==> config.mk <==
export PLATFORM = sky130hd
export DESIGN_NAME = hazard_ctrl
export DESIGN_NICKNAME = d
export VERILOG_FILES = /design/src/rtl/hazard_ctrl.sv
export SDC_FILE = /design/constraint.sdc
export NUM_CORES = 1
export LEC_CHECK = 0
export BUFFER_PORTS_ARGS = -buffer_cell sky130_fd_sc_hd__buf_2
export CAP_MARGIN = 25
export CORE_ASPECT_RATIO = 1.75
export CORE_MARGIN = 5
export CORE_UTILIZATION = 47
export CTS_BUF_LIST = sky130_fd_sc_hd__clkbuf_4
export CTS_CLUSTER_DIAMETER = 100
export DETAILED_ROUTE_END_ITERATION = 6
export GPL_ROUTABILITY_DRIVEN = 0
export HOLD_SLACK_MARGIN = 0.02
export PLACE_DENSITY = 0.8
export RECOVER_POWER = 50
export SLEW_MARGIN = 15
export SYNTH_ARGS = -nofsm -noshare
export SYNTH_HDL_FRONTEND = slang
export SYNTH_SLANG_ARGS = --single-unit
export TNS_END_PERCENT = 20
==> constraint.sdc <==
create_clock -name clk -period 1.9 [get_ports clk]
set_clock_uncertainty 0.2 [all_clocks]
set_input_delay 0.095 -clock clk [delete_from_list [all_inputs] [get_ports clk]]
set_output_delay 0.095 -clock clk [all_outputs]
set_load 0.1 [all_outputs]
==> src/rtl/hazard_ctrl.sv <==
// -----------------------------------------------------------------------------
// hazard_ctrl
// Pipeline sequencing controller for the 5-stage MIPS datapath. Each cycle it
// decides whether PC and IF/ID advance, which pipeline registers receive a
// bubble, and which operand source feeds each Execute-stage ALU input.
// A three-state FSM (RUN/STALL/FLUSH) handles load-use stalls and
// branch-taken flushes. Two saturating counters record stall and flush events.
//
// Parameters
//   CNT_W           width of stall_cnt / flush_cnt (saturate at all-ones)
//
// Ports
//   clk             rising-edge clock
//   rst             synchronous active-high reset
//   id_rs, id_rt    source registers of the instruction in IF/ID
//   idex_rs         ALU operand-A source register in ID/EX
//   idex_rt         ALU operand-B source register / load destination in ID/EX
//   idex_memread    ID/EX holds a load
//   exmem_rd        EX/MEM destination register
//   exmem_regwrite  EX/MEM writes the register file
//   exmem_branch    EX/MEM holds a branch
//   exmem_zero      EX/MEM ALU zero flag
//   memwb_rd        MEM/WB destination register
//   memwb_regwrite  MEM/WB writes the register file
//   pc_write        1 = PC loads its next value
//   pcsrc           1 = PC takes the EX/MEM branch target
//   ifid_write      1 = IF/ID loads, 0 = hold
//   ifid_flush      1 = IF/ID loads a NOP
//   idex_bubble     1 = ID/EX control fields loaded as zero
//   exmem_flush     1 = EX/MEM control fields loaded as zero
//   forward_a/b     ALU input select: 00 rdata, 10 EX/MEM result, 01 MEM/WB data
//   stall_cnt       load-use bubble cycles inserted
//   flush_cnt       branch-taken flush events
// -----------------------------------------------------------------------------
module hazard_ctrl #(
    parameter int CNT_W = 16
) (
    input  logic             clk,
    input  logic             rst,
    input  logic [4:0]       id_rs,
    input  logic [4:0]       id_rt,
    input  logic [4:0]       idex_rs,
    input  logic [4:0]       idex_rt,
    input  logic             idex_memread,
    input  logic [4:0]       exmem_rd,
    input  logic             exmem_regwrite,
    input  logic             exmem_branch,
    input  logic             exmem_zero,
    input  logic [4:0]       memwb_rd,
    input  logic             memwb_regwrite,
    output logic             pc_write,
    output logic             pcsrc,
    output logic             ifid_write,
    output logic             ifid_flush,
    output logic             idex_bubble,
    output logic             exmem_flush,
    output logic [1:0]       forward_a,
    output logic [1:0]       forward_b,
    output logic [CNT_W-1:0] stall_cnt,
    output logic [CNT_W-1:0] flush_cnt
);

    typedef enum logic [1:0] {
        ST_RUN   = 2'd0,
        ST_STALL = 2'd1,
        ST_FLUSH = 2'd2
    } state_t;

    localparam logic [CNT_W-1:0] CNT_MAX = {CNT_W{1'b1}};

    state_t           state_q, state_d;
    logic [CNT_W-1:0] stall_cnt_q, stall_cnt_d;
    logic [CNT_W-1:0] flush_cnt_q, flush_cnt_d;

    logic taken;
    logic luse;
    logic do_stall;
    logic do_flush;

    // Hazard detection terms. Register $0 is hard-wired to zero, so a load
    // targeting it can never create a real dependency.
    always_comb begin
        taken = exmem_branch & exmem_zero;
        luse  = idex_memread & (idex_rt != 5'd0) &
                ((idex_rt == id_rs) | (idex_rt == id_rt));
    end

    // Next-state and pipeline-control decode. Priority is reset, then a taken
    // branch, then a load-use stall, then a plain advance. In STALL the load
    // has already moved on to EX/MEM, so the still-visible match is ignored.
    always_comb begin
        pc_write    = 1'b1;
        pcsrc       = 1'b0;
        ifid_write  = 1'b1;
        ifid_flush  = 1'b0;
        idex_bubble = 1'b0;
        exmem_flush = 1'b0;
        do_stall    = 1'b0;
        do_flush    = 1'b0;
        state_d     = ST_RUN;

        if (rst) begin
            pc_write    = 1'b0;
            ifid_write  = 1'b0;
            ifid_flush  = 1'b1;
            idex_bubble = 1'b1;
            exmem_flush = 1'b1;
            state_d     = ST_RUN;
        end else if (taken) begin
            pcsrc       = 1'b1;
            ifid_flush  = 1'b1;
            idex_bubble = 1'b1;
            exmem_flush = 1'b1;
            do_flush    = 1'b1;
            state_d     = ST_FLUSH;
        end else if (luse && (state_q != ST_STALL)) begin
            pc_write    = 1'b0;
            ifid_write  = 1'b0;
            idex_bubble = 1'b1;
            do_stall    = 1'b1;
            state_d     = ST_STALL;
        end
    end

    // Saturating event counters; cleared by reset, held once all-ones.
    always_comb begin
        stall_cnt_d = stall_cnt_q;
        flush_cnt_d = flush_cnt_q;
        if (rst) begin
            stall_cnt_d = '0;
            flush_cnt_d = '0;
        end else begin
            if (do_stall && (stall_cnt_q != CNT_MAX)) begin
                stall_cnt_d = stall_cnt_q + 1'b1;
            end
            if (do_flush && (flush_cnt_q != CNT_MAX)) begin
                flush_cnt_d = flush_cnt_q + 1'b1;
            end
        end
    end

    // Forwarding select. The newer EX/MEM result wins over MEM/WB, and
    // register $0 never forwards. Forced to the register-file path in reset.
    always_comb begin
        forward_a = 2'b00;
        forward_b = 2'b00;
        if (!rst) begin
            if (exmem_regwrite && (exmem_rd != 5'd0) && (exmem_rd == idex_rs)) begin
                forward_a = 2'b10;
            end else if (memwb_regwrite && (memwb_rd != 5'd0) && (memwb_rd == idex_rs)) begin
                forward_a = 2'b01;
            end
            if (exmem_regwrite && (exmem_rd != 5'd0) && (exmem_rd == idex_rt)) begin
                forward_b = 2'b10;
            end else if (memwb_regwrite && (memwb_rd != 5'd0) && (memwb_rd == idex_rt)) begin
                forward_b = 2'b01;
            end
        end
    end

    // State and counter registers; reset is folded into the _d terms.
    always_ff @(posedge clk) begin
        state_q     <= state_d;
        stall_cnt_q <= stall_cnt_d;
        flush_cnt_q <= flush_cnt_d;
    end

    assign stall_cnt = stall_cnt_q;
    assign flush_cnt = flush_cnt_q;

endmodule

==> impl_metrics.sql, run 1 <==
INSERT INTO impl_metrics (metric_group, metric, value, unit) VALUES
('status', 'outcome', 'finished with violations', ''),
('status', 'violations_in_the_final_reports', 'negative hold slack, negative setup slack', ''),
('final_layout', 'nets', '428', ''),
('route', 'dr.first_iter.drc_count', '114', ''),
('yosys', 'register_bit_count_reported_by_yosys', '34', ''),
('critical_path', 'worstSetupEndpointType', 'flop', ''),
('sta', 'holdWs', '-0.0121', 'ns'),
('hold_path', 'min-delay-start', 'exmem_zero', ''),
('route', 'postRouteAntennaNets', '0', ''),
('global_route', 'grt_first_pass_wirelength', '12.4', 'mm'),
('critical_path', 'setup.worst_path.start_class', 'flop', ''),
('route', 'dr.pass1.iters', '4', ''),
('sta', 'slew_headroom', '62.8', '%'),
('yosys', 'synthDominantAreaCellType', 'sky130_fd_sc_hd__dfxtp_1', ''),
('clock_network', 'clock_root_buffer', 'sky130_fd_sc_hd__clkbuf_4', ''),
('sta', 'final_slew_viol_count', '0', ''),
('placed_design', 'place_hpwl', '5.61', 'mm'),
('route', 'via_count', '2649', ''),
('clock_network', 'worst_skew_pair_latency', '0.35', 'ns'),
('floorplan', 'die_x', '62.3', 'um'),
('placed_design', 'place.port_buffers', '78', ''),
('critical_path', 'worstPathCellList', 'ha_4 > and3_4 > nand4_1 > nand3_4 > or4_1 > a21oi_1', ''),
('clock_network', 'cts_tree', 'built', ''),
('global_route', 'grt-ovfl-total', '0', ''),
('pwr', 'p_sw_share', '33.8', '%'),
('critical_path', 'cp_slowest_cell', 'sky130_fd_sc_hd__or4_1', ''),
('global_route', 'grt_antenna_before_repair', '0', ''),
('critical_path', 'critical_path.max_fanout', '6', ''),
('yosys', 'synthesis.area_per_instance', '8.33', 'sq um'),
('sta', 'achievable-frequency', '0.501', 'GHz'),
('global_route', 'grt_start_max_net_pins', '29', ''),
('pwr', 'power_leakage', '1.41', 'nW'),
('pwr', 'p_int', '0.00101', 'W'),
('yosys', 'synth.top_cell.area_share', '30.3', '%'),
('clock_network', 'numCtsBuffers', '5', ''),
('hold_path', 'worstHoldPathType', 'input port to flop', ''),
('clock_network', 'clock_path_buffers', '2', ''),
('sta', 'finalCriticalPeriod', '2.00', 'ns'),
('sta', 'final_critical_path_setup_slack', '-0.0960', 'ns'),
('sta', 'post-route-period-util', '105', '%'),
('pwr', 'power.switching', '0.000517', 'W'),
('sta', 'finalHoldViolCount', '1', ''),
('sta', 'worstMarginPinSlew', '0.560', 'ns'),
('floorplan', 'initial_utilization', '48.2', '%'),
('yosys', 'dominantRegCellSynth', 'sky130_fd_sc_hd__dfxtp_1', ''),
('pwr', 'design_power_total', '0.00153', 'W'),
('critical_path', 'cp_data_arrival_time', '2.08', 'ns'),
('pwr', 'clock_power_share', '27.4', '%'),
('floorplan', 'die_area', '6320', 'sq um'),
('final_layout', 'drive_above_1_share', '53.3', '%'),
('global_route', 'grt_util_all_layers', '23.8', '%'),
('critical_path', 'cp-startpoint', 'stall_cnt[1]', ''),
('clock_network', 'cts_sinks', '34', ''),
('yosys', 'postSynthCellCount', '270', ''),
('yosys', 'syn_area', '2250', 'sq um'),
('yosys', 'synth_enable_flop_cells', '0', ''),
('pwr', 'powerDensity', '445', 'nW/um^2'),
('route', 'drt_wl_total', '7.54', 'mm'),
('sta', 'finalSetupViolations', '13', ''),
('final_layout', 'flow.area_growth_from_synthesis', '52.8', '%'),
('final_layout', 'post_layout_nonfiller_instances', '442', ''),
('yosys', 'synthesis.yosys.warnings', '0', ''),
('route', 'wl_per_cell', '17.1', 'um'),
('floorplan', 'core_area', '4670', 'sq um'),
('yosys', 'syn_nets', '309', ''),
('critical_path', 'kind_of_critical_path', 'flop to flop', ''),
('final_layout', 'fillers', '374', ''),
('critical_path', 'critical_path_required', '1.98', 'ns'),
('floorplan', 'fp-row-count', '33', ''),
('global_route', 'grt_pass1_vias', '2754', ''),
('pwr', 'p_seq_share', '46.0', '%');
==> synth_stat cells, types with 2 or more instances <==
cell                       count
sky130_fd_sc_hd__dfxtp_1      34
sky130_fd_sc_hd__xor2_1       22
sky130_fd_sc_hd__nand2_1      19
sky130_fd_sc_hd__nor2_1       19
sky130_fd_sc_hd__a21oi_1      15
sky130_fd_sc_hd__xnor2_1      15
sky130_fd_sc_hd__nand3_1      12
sky130_fd_sc_hd__nor3_1       11
sky130_fd_sc_hd__or4_1        11
sky130_fd_sc_hd__nand4_1      10
sky130_fd_sc_hd__o31ai_1       9
sky130_fd_sc_hd__nor4_1        7
sky130_fd_sc_hd__and3_1        6
sky130_fd_sc_hd__buf_2         6
sky130_fd_sc_hd__and4_1        5
sky130_fd_sc_hd__clkbuf_1      5
sky130_fd_sc_hd__nor2b_1       5
sky130_fd_sc_hd__o211ai_1      4
sky130_fd_sc_hd__o21ai_0       4
sky130_fd_sc_hd__inv_1         3
sky130_fd_sc_hd__mux2_1        3
sky130_fd_sc_hd__mux2i_1       3
sky130_fd_sc_hd__or2_2         3
sky130_fd_sc_hd__or3_1         3
sky130_fd_sc_hd__a211oi_1      2
sky130_fd_sc_hd__a31oi_1       2
sky130_fd_sc_hd__and3b_2       2
sky130_fd_sc_hd__buf_4         2
sky130_fd_sc_hd__buf_6         2
sky130_fd_sc_hd__ha_1          2
sky130_fd_sc_hd__mux2_2        2
sky130_fd_sc_hd__or4_4         2
==> routing by layer <==
layer	vias to the layer above	part of all wire (%)	GRT usage (%)
met3	30	7.0	5.66
li1	1237	-	-
met2	109	57	48.2
met1	1273	31	20.5
met4	0	4.8	13.6
met5	-	0	0
==> final timing paths <==
| kind | end | slack [ns] | depth (start not counted) |
|---|---|---|---|
| max | stall_cnt[9] | -0.1 | 6 |
| min | state_q[0] | -0.01 | 5 |
| max reg2reg | stall_cnt[9] | -0.1 | 6 |
| min reg2reg | flush_cnt[12] | 0.29 | 1 |
==> worst max-delay path: cells and delay by family, from the launching register on <==
kind,cells,cell delay (ns)
AO/OA/AOI/OAI,1,0.15
adder cells (fa/ha/maj),1,0.17
AND/OR/NAND/NOR,4,1.04
flip-flops,1,0.38
==> power by group through the flow <==
stage,registers [W],clock network (W),logic (W)
4_1_cts,0.000702,0.000415,0.000415
2_1_floorplan,0.000736,0,0.000237
6_report,0.000702,0.000419,0.000407
3_5_place_dp,0.000718,0,0.000397
5_1_grt,0.000703,0.000455,0.000430
3_3_place_gp,0.000718,0,0.000388
==> layout by cell type, fill, tap and decap left out, drive strengths merged, types with 2 or more instances in the layout <==
cell type	n
o31ai	9
a31oi	2
mux2	5
and4	6
dlygate4sd3	4
nor3	11
a21oi	16
and3b	2
and3	7
dfxtp	34
nand4	10
a211oi	2
xor2	22
mux2i	3
nor2	19
xnor2	15
o211ai	4
buf	100
nand3	14
inv	4
o21ai	4
or3	4
clkbuf	29
or2	3
ha	2
nand2	19
nor4	8
or4	13
nor2b	5
==> cells by family after synthesis <==
group / Yosys count / synth area share (%)
mux: 8 / 3.84
flops: 34 / 30.3
xor+xnor: 37 / 14.4
fa+ha+maj: 2 / 1.11
buf+inv: 20 / 4.67
simple gates: 126 / 32.7
compound gates: 43 / 13.0
==> repair_timing <==
item | 4_1_cts | 5_1_grt
hold buffers | 4 | 0
pin swaps | 9 | 6
setup buffers | 1 | 1
endpoints found under the setup margin | 15 | 20
hold endpoints to repair | 3 | 0
resized for setup | 12 | 11
cloned | 1 | 0
==> through the flow <==
step | setup slack [ns] | TNS [ns] | hold WS (ns) | util, % | instance area [sq um]
after global placement | -0.0644 | -0.273 | 0.239 | 69.7 | 3250
final | -0.0960 | -0.565 | -0.0121 | 73.6 | 3440
after floorplan | -0.365 | -6.57 | 0.0722 | - | 2490
after global routing | -0.160 | -1.62 | 0.000106 | 73.6 | 3440
after CTS | -0.0141 | -0.0481 | 0.0254 | 73.4 | 3430
after detailed placement | -0.121 | -0.864 | 0.256 | 69.7 | 3250
==> cell type report <==
type | instances | area [sq um] | area share, %
multi-input cells | 217 | 1680 | 48.8
repair buffers | 127 | 877 | 25.5
flip-flops and latches | 34 | 746 | 21.7
well taps | 52 | 65.1 | 1.89
clock buffers | 6 | 45.0 | 1.31
inverters | 4 | 18.8 | 0.546
clock inverters | 2 | 8.76 | 0.255
==> sequential cells by signal, summed over array words and instances, names as in the netlist <==
register   cells
flush_cnt     16
stall_cnt     16
state_q        2
No activity file was read; power rests on OpenSTA's default activity.
==> run 2, diff against run 1 <==
Settings changed: PLACE_DENSITY 0.8 to unset, PLACE_DENSITY_LB_ADDON set to 0.2.
==> run 2 against run 1 <==
Net effect: the flow finishes with violations (negative setup slack); count of clock-buffer cells in the layout fell by 1; clock power is 4% lower; global-route usage down 1.6 points; largest cell class unchanged.
==> impl_metrics.sql, run 2 (synthesis gave the netlist of run 1 again) <==
INSERT INTO impl_metrics (metric_group, metric, value, unit) VALUES
('final_layout', 'sequential_cell_area', '744', 'sq um'),
('floorplan', 'core_area', '4670', 'sq um'),
('floorplan', 'dieHeight', '101', 'um'),
('sta', 'post-route-period-util', '104', '%'),
('pwr', 'powerDensity', '427', 'nW/um^2'),
('route', 'number_of_vias_per_cell_after_detailed_routing', '5.89', ''),
('global_route', 'grt_pass1_vias', '2678', ''),
('floorplan', 'die_x', '62.3', 'um'),
('critical_path', 'worstReg2RegEnd', 'stall_cnt[15]', ''),
('final_layout', 'postLayoutCellArea', '3590', 'sq um'),
('final_layout', 'most_frequent_cells_in_the_layout', '54 x sky130_fd_sc_hd__buf_2, 47 x sky130_fd_sc_hd__buf_4, 21 x sky130_fd_sc_hd__xor2_1', ''),
('critical_path', 'worst_setup_path_endpoint', 'stall_cnt[15]', ''),
('clock_network', 'cts_sinks', '34', ''),
('sta', 'slew_headroom', '63.6', '%'),
('sta', 'final_slew_viol_count', '0', ''),
('sta', 'setup_tns', '-0.362', 'ns'),
('critical_path', 'reg2reg_setup_slack', '-0.08', 'ns'),
('placed_design', 'place_hpwl', '5.61', 'mm'),
('critical_path', 'cp_data_arrival_time', '2.05', 'ns'),
('route', 'dr.pass1.iters', '4', ''),
('critical_path', 'cp-startpoint', 'stall_cnt[0]', ''),
('final_layout', 'flow.area_growth_from_synthesis', '59.7', '%'),
('placed_design', 'cell_count_after_placement', '430', ''),
('clock_network', 'clock_root_buffer', 'sky130_fd_sc_hd__clkbuf_4', ''),
('floorplan', 'fp-row-count', '33', ''),
('route', 'postRouteAntennaNets', '0', ''),
('sta', 'finalSetupViolations', '9', ''),
('final_layout', 'nets', '434', ''),
('clock_network', 'numCtsBuffers', '5', ''),
('route', 'post-route-drc-count', '0', ''),
('route', 'drt_wl_total', '7.36', 'mm'),
('placed_design', 'dpl_cell_area', '3280', 'sq um'),
('clock_network', 'cts_tree', 'built', ''),
('final_layout', 'multiInputGateArea', '1750', 'sq um'),
('global_route', 'grt_antenna_before_repair', '0', ''),
('final_layout', 'final_common_cell', 'sky130_fd_sc_hd__buf_2', ''),
('final_layout', 'drive_above_1_share', '57.1', '%'),
('final_layout', 'post_layout_nonfiller_instances', '448', ''),
('job', 'drv.max_cap_violation_count', '0', ''),
('route', 'via_count', '2640', ''),
('route', 'dr.first_iter.drc_count', '97', ''),
('status', 'outcome', 'finished with violations', ''),
('critical_path', 'critical_path_required', '1.97', 'ns'),
('sta', 'worstMarginPinSlew', '0.549', 'ns'),
('critical_path', 'worstSetupEndpointType', 'flop', ''),
('global_route', 'grt_first_pass_wirelength', '11.7', 'mm'),
('clock_network', 'clock_path_buffers', '2', ''),
('sta', 'setup_repair_after_global_routing_missed_its_margin', 'true', ''),
('critical_path', 'kind_of_critical_path', 'flop to flop', ''),
('global_route', 'grt-ovfl-total', '0', ''),
('pwr', 'power_leakage', '1.47', 'nW'),
('clock_network', 'clock_pin_slew_of_the_registers_on_the_worst_case_setup_and_hold_paths', '0.10', 'ns'),
('pwr', 'worst_ir_drop_vdd', '419', 'uV'),
('sta', 'finalHoldViolCount', '0', ''),
('clock_network', 'h-tree-depth', '2', ''),
('sta', 'holdWs', '0.0640', 'ns'),
('final_layout', 'antennaDiodeCount', '0', ''),
('global_route', 'grt_util_all_layers', '22.2', '%'),
('clock_network', 'worst_skew_pair_latency', '0.34', 'ns'),
('critical_path', 'r2r-start', 'stall_cnt[0]', ''),
('sta', 'finalCriticalPeriod', '1.98', 'ns'),
('global_route', 'grt_start_max_net_pins', '23', ''),
('sta', 'final_critical_path_setup_slack', '-0.0830', 'ns'),
('critical_path', 'critical_path.max_fanout', '5', ''),
('route', 'wl_per_cell', '16.4', 'um'),
('floorplan', 'die_area', '6320', 'sq um'),
('placed_design', 'place.port_buffers', '78', ''),
('placed_design', 'dp_slack', '-0.137', 'ns'),
('critical_path', 'setup.worst_path.start_class', 'flop', ''),
('sta', 'achievable-frequency', '0.504', 'GHz'),
('hold_path', 'worstHoldPathType', 'input port to flop', ''),
('floorplan', 'initial_utilization', '48.2', '%'),
('floorplan', 'top_level_ports', '79', ''),
('critical_path', 'reg2reg_depth', '6', ''),
('final_layout', 'fillers', '338', ''),
('status', 'violations_in_the_final_reports', 'negative setup slack', '');
run 2: layout make-up:
| class | instances | share of cell area (%) |
|---|---|---|
| clock inverter | 3 | 0.418 |
| tap | 52 | 1.81 |
| sequential | 34 | 20.7 |
| timing repair buffer | 133 | 26.7 |
| inverter | 4 | 0.523 |
| clock buffer | 5 | 1.05 |
| multi-input combinational | 217 | 48.8 |
run 2: how the worst min path moves through the flow:
stage                        from            end  slack [ns]  cells after the start
global placement    flush_cnt[12]  flush_cnt[12]        0.26                      1
floorplan              exmem_zero     state_q[1]        0.07                      1
CTS                    exmem_zero   flush_cnt[3]        0.06                      4
finish                 exmem_zero   flush_cnt[3]        0.06                      4
detailed placement  flush_cnt[12]  flush_cnt[12]        0.28                      1
global route         exmem_branch  stall_cnt[15]        0.09                      6
run 2: timing repair:
| item | CTS | global route |
|---|---|---|
| buffers inserted | 3 | 3 |
| resized for setup | 11 | 27 |
| cloned | 0 | 1 |
| hold buffers | 3 | 0 |
| pin swaps | 8 | 6 |
| endpoints found under the hold margin | 3 | 0 |
| setup endpoints to repair | 15 | 25 |
run 2: metrics by stage:
step | total power (W) | utilization, %
floorplan | 0.000973 | -
global placement | 0.00111 | 70.2
detailed placement | 0.00112 | 70.2
CTS | 0.00153 | 73.5
global route | 0.00160 | 77.0
finish | 0.00154 | 77.0
run 2: power by group:
| part | internal [W] | total (W) | switching, W |
|---|---|---|---|
| logic | 0.000174 | 0.000429 | 0.000255 |
| registers | 0.000700 | 0.000703 | 0.00000277 |
| clock network | 0.000140 | 0.000402 | 0.000263 |
| total | 0.00101 | 0.00154 | 0.000521 |
run 2: worst max-delay path, stage by stage (launching register included):
cell	delay [ns]
sky130_fd_sc_hd__dfxtp_4	0.37
sky130_fd_sc_hd__buf_6	0.10
sky130_fd_sc_hd__and3_4	0.19
sky130_fd_sc_hd__nand3_4	0.08
sky130_fd_sc_hd__or4_4	0.43
sky130_fd_sc_hd__or4_4	0.43
sky130_fd_sc_hd__a21oi_2	0.12
run 2: per-layer routing:
layer / routed length, um / share of wire [%] / track usage, %
met1: 2430 / 33 / 20.3
met5: 0 / 0 / 0
met2: 4270 / 58 / 45.0
met3: 459 / 6.2 / 5.55
met4: 209 / 2.8 / 9.31
==> run 3, diff against run 2 <==
Settings changed: CORE_MARGIN 5 to 1.5.
==> run 3 against run 2 <==
Net effect: the run still ends with negative setup slack left; combinational power shrank 3%; via count is 1.0% lower; count of clock-buffer cells in the layout stayed put; sequential power is essentially flat; utilization grew 0.17 points; clock power is 2% higher; hold slack got worse by 0.017 ns.
==> impl_metrics.sql, run 3 (synthesis gave the netlist of run 1 again) <==
INSERT INTO impl_metrics (metric_group, metric, value, unit) VALUES
('sta', 'finalCriticalPeriod', '2.02', 'ns'),
('critical_path', 'cp_slowest_cell', 'sky130_fd_sc_hd__or4_4', ''),
('route', 'postRouteAntennaNets', '0', ''),
('critical_path', 'kind_of_critical_path', 'flop to flop', ''),
('floorplan', 'fp-row-count', '33', ''),
('critical_path', 'worstPathBufferInverterCount', '0', ''),
('route', 'post-route-drc-count', '0', ''),
('job', 'drv.max_cap_violation_count', '0', ''),
('sta', 'finalHoldViolCount', '0', ''),
('route', 'number_of_vias_per_cell_after_detailed_routing', '5.86', ''),
('clock_network', 'clock_root_buffer', 'sky130_fd_sc_hd__clkbuf_4', ''),
('clock_network', 'cts_tree', 'built', ''),
('floorplan', 'dieHeight', '94.5', 'um'),
('sta', 'slew_headroom', '63.6', '%'),
('sta', 'achievable-frequency', '0.496', 'GHz'),
('floorplan', 'die_x', '55.3', 'um'),
('floorplan', 'die_area', '5220', 'sq um'),
('final_layout', 'post_layout_nonfiller_instances', '446', ''),
('final_layout', 'sequential_cell_area', '747', 'sq um'),
('status', 'outcome', 'finished with violations', ''),
('global_route', 'grt_antenna_before_repair', '0', ''),
('pwr', 'powerDensity', '429', 'nW/um^2'),
('final_layout', 'fillers', '355', ''),
('clock_network', 'clock_path_buffers', '2', ''),
('sta', 'holdWs', '0.0466', 'ns'),
('final_layout', 'most_frequent_cells_in_the_layout', '53 x sky130_fd_sc_hd__buf_2, 50 x sky130_fd_sc_hd__buf_4, 22 x sky130_fd_sc_hd__xor2_1', ''),
('route', 'dr.first_iter.drc_count', '109', ''),
('critical_path', 'worstSetupEndpointType', 'flop', ''),
('placed_design', 'place_hpwl', '5.22', 'mm'),
('final_layout', 'multiInputGateArea', '1770', 'sq um'),
('sta', 'worstMarginPinSlew', '0.549', 'ns'),
('global_route', 'grt_pass1_vias', '2552', ''),
('sta', 'final_critical_path_setup_slack', '-0.117', 'ns'),
('sta', 'finalSetupViolations', '13', ''),
('critical_path', 'cp_data_arrival_time', '2.11', 'ns'),
('global_route', 'grt_first_pass_wirelength', '11.5', 'mm'),
('route', 'dr.pass1.iters', '4', ''),
('final_layout', 'final_common_cell', 'sky130_fd_sc_hd__buf_2', ''),
('route', 'drt_wl_total', '7.19', 'mm'),
('global_route', 'grt_start_max_net_pins', '29', ''),
('floorplan', 'initial_utilization', '48.6', '%'),
('clock_network', 'h-tree-depth', '2', ''),
('route', 'via_count', '2613', ''),
('global_route', 'grt-ovfl-total', '0', ''),
('sta', 'final_slew_viol_count', '0', ''),
('placed_design', 'place.port_buffers', '78', ''),
('floorplan', 'top_level_ports', '79', ''),
('clock_network', 'worst_skew_pair_latency', '0.35', 'ns'),
('critical_path', 'r2r-start', 'stall_cnt[3]', ''),
('critical_path', 'critical_path.max_fanout', '3', ''),
('final_layout', 'drive_above_1_share', '56.3', '%'),
('hold_path', 'worstHoldPathType', 'input port to flop', ''),
('global_route', 'grt_util_all_layers', '27.4', '%'),
('final_layout', 'nets', '432', ''),
('critical_path', 'cp-startpoint', 'stall_cnt[3]', ''),
('route', 'wl_per_cell', '16.1', 'um'),
('sta', 'post-route-period-util', '106', '%'),
('critical_path', 'critical_path_required', '1.99', 'ns'),
('hold_path', 'min-delay-start', 'exmem_branch', ''),
('sta', 'setup_repair_after_global_routing_missed_its_margin', 'true', ''),
('critical_path', 'setup.worst_path.start_class', 'flop', ''),
('clock_network', 'numCtsBuffers', '5', ''),
('placed_design', 'cell_count_after_placement', '429', ''),
('clock_network', 'clock_pin_slew_of_the_registers_on_the_worst_case_setup_and_hold_paths', '0.11', 'ns'),
('critical_path', 'worstPathCellList', 'and4_4 > nand3_4 > or4_4 > or4_4 > a21oi_2', ''),
('floorplan', 'core_area', '4620', 'sq um'),
('critical_path', 'critPathTopFamily', 'simple AND/OR/NAND/NOR gates', ''),
('final_layout', 'flow.area_growth_from_synthesis', '58.7', '%'),
('critical_path', 'max_stage_delay_on_crit_path', '0.51', 'ns'),
('final_layout', 'utilization', '77.1', '%'),
('pwr', 'power_leakage', '1.46', 'nW'),
('clock_network', 'cts_sinks', '34', ''),
('pwr', 'worst_ir_drop_vdd', '406', 'uV'),
('status', 'violations_in_the_final_reports', 'negative setup slack', ''),
('final_layout', 'antennaDiodeCount', '0', ''),
('critical_path', 'cpMostUsedCell', 'sky130_fd_sc_hd__or4_4', '');
## run 3: worst paths after layout
path,endpoint,slack (ns),cells past startpoint
worst max register to register,stall_cnt[15],-0.12,5
worst max-delay path,stall_cnt[15],-0.12,5
worst min register to register,flush_cnt[12],0.29,1
worst min-delay path,flush_cnt[3],0.05,4
## run 3: worst min-delay path, delay by kind of cell
| kind | cells | cell delay (ns) |
|---|---|---|
| simple gates | 1 | 0.12 |
| buf+inv | 2 | 0.26 |
| compound gates | 1 | 0.07 |
## run 3: area by class of cell
class,instances,area share [%]
Sequential cell,34,20.9
Inverter,4,0.526
Tap cell,52,1.82
Multi-Input combinational cell,217,49.5
Timing Repair Buffer,131,25.7
Clock inverter,3,0.421
Clock buffer,5,1.05
## run 3: what timing repair did
item,CTS,global route
buffers inserted,2,3
hold buffers,3,0
setup endpoints to repair,17,28
gates cloned,1,0
endpoints found under the hold margin,4,0
gates resized for setup,18,18
pin swaps,14,3
## run 3: layer usage
layer | part of all wire, % | track usage [%]
met1 | 36 | 27.0
met2 | 56 | 54.3
met3 | 4.0 | 4.25
met4 | 3.8 | 13.0
met5 | 0 | 0
## run 3: through the flow
step | setup WS, ns | total power, W | cell area, sq um | TNS [ns]
2_1_floorplan | -0.365 | 0.000973 | 2490 | -6.57
3_3_place_gp | -0.0681 | 0.00110 | 3260 | -0.327
3_5_place_dp | -0.148 | 0.00111 | 3260 | -1.24
4_1_cts | -0.105 | 0.00153 | 3450 | -0.360
5_1_grt | -0.173 | 0.00159 | 3570 | -1.83
6_report | -0.117 | 0.00153 | 3570 | -0.574
## run 3: where the power goes
group | switching (W) | total, W | leakage (nW) | internal [W]
combinational | 0.000253 | 0.000418 | 1.13 | 0.000165
clock | 0.000270 | 0.000410 | 0.0356 | 0.000140
sequential | 0.00000314 | 0.000703 | 0.293 | 0.000700
total | 0.000526 | 0.00153 | 1.46 | 0.00100
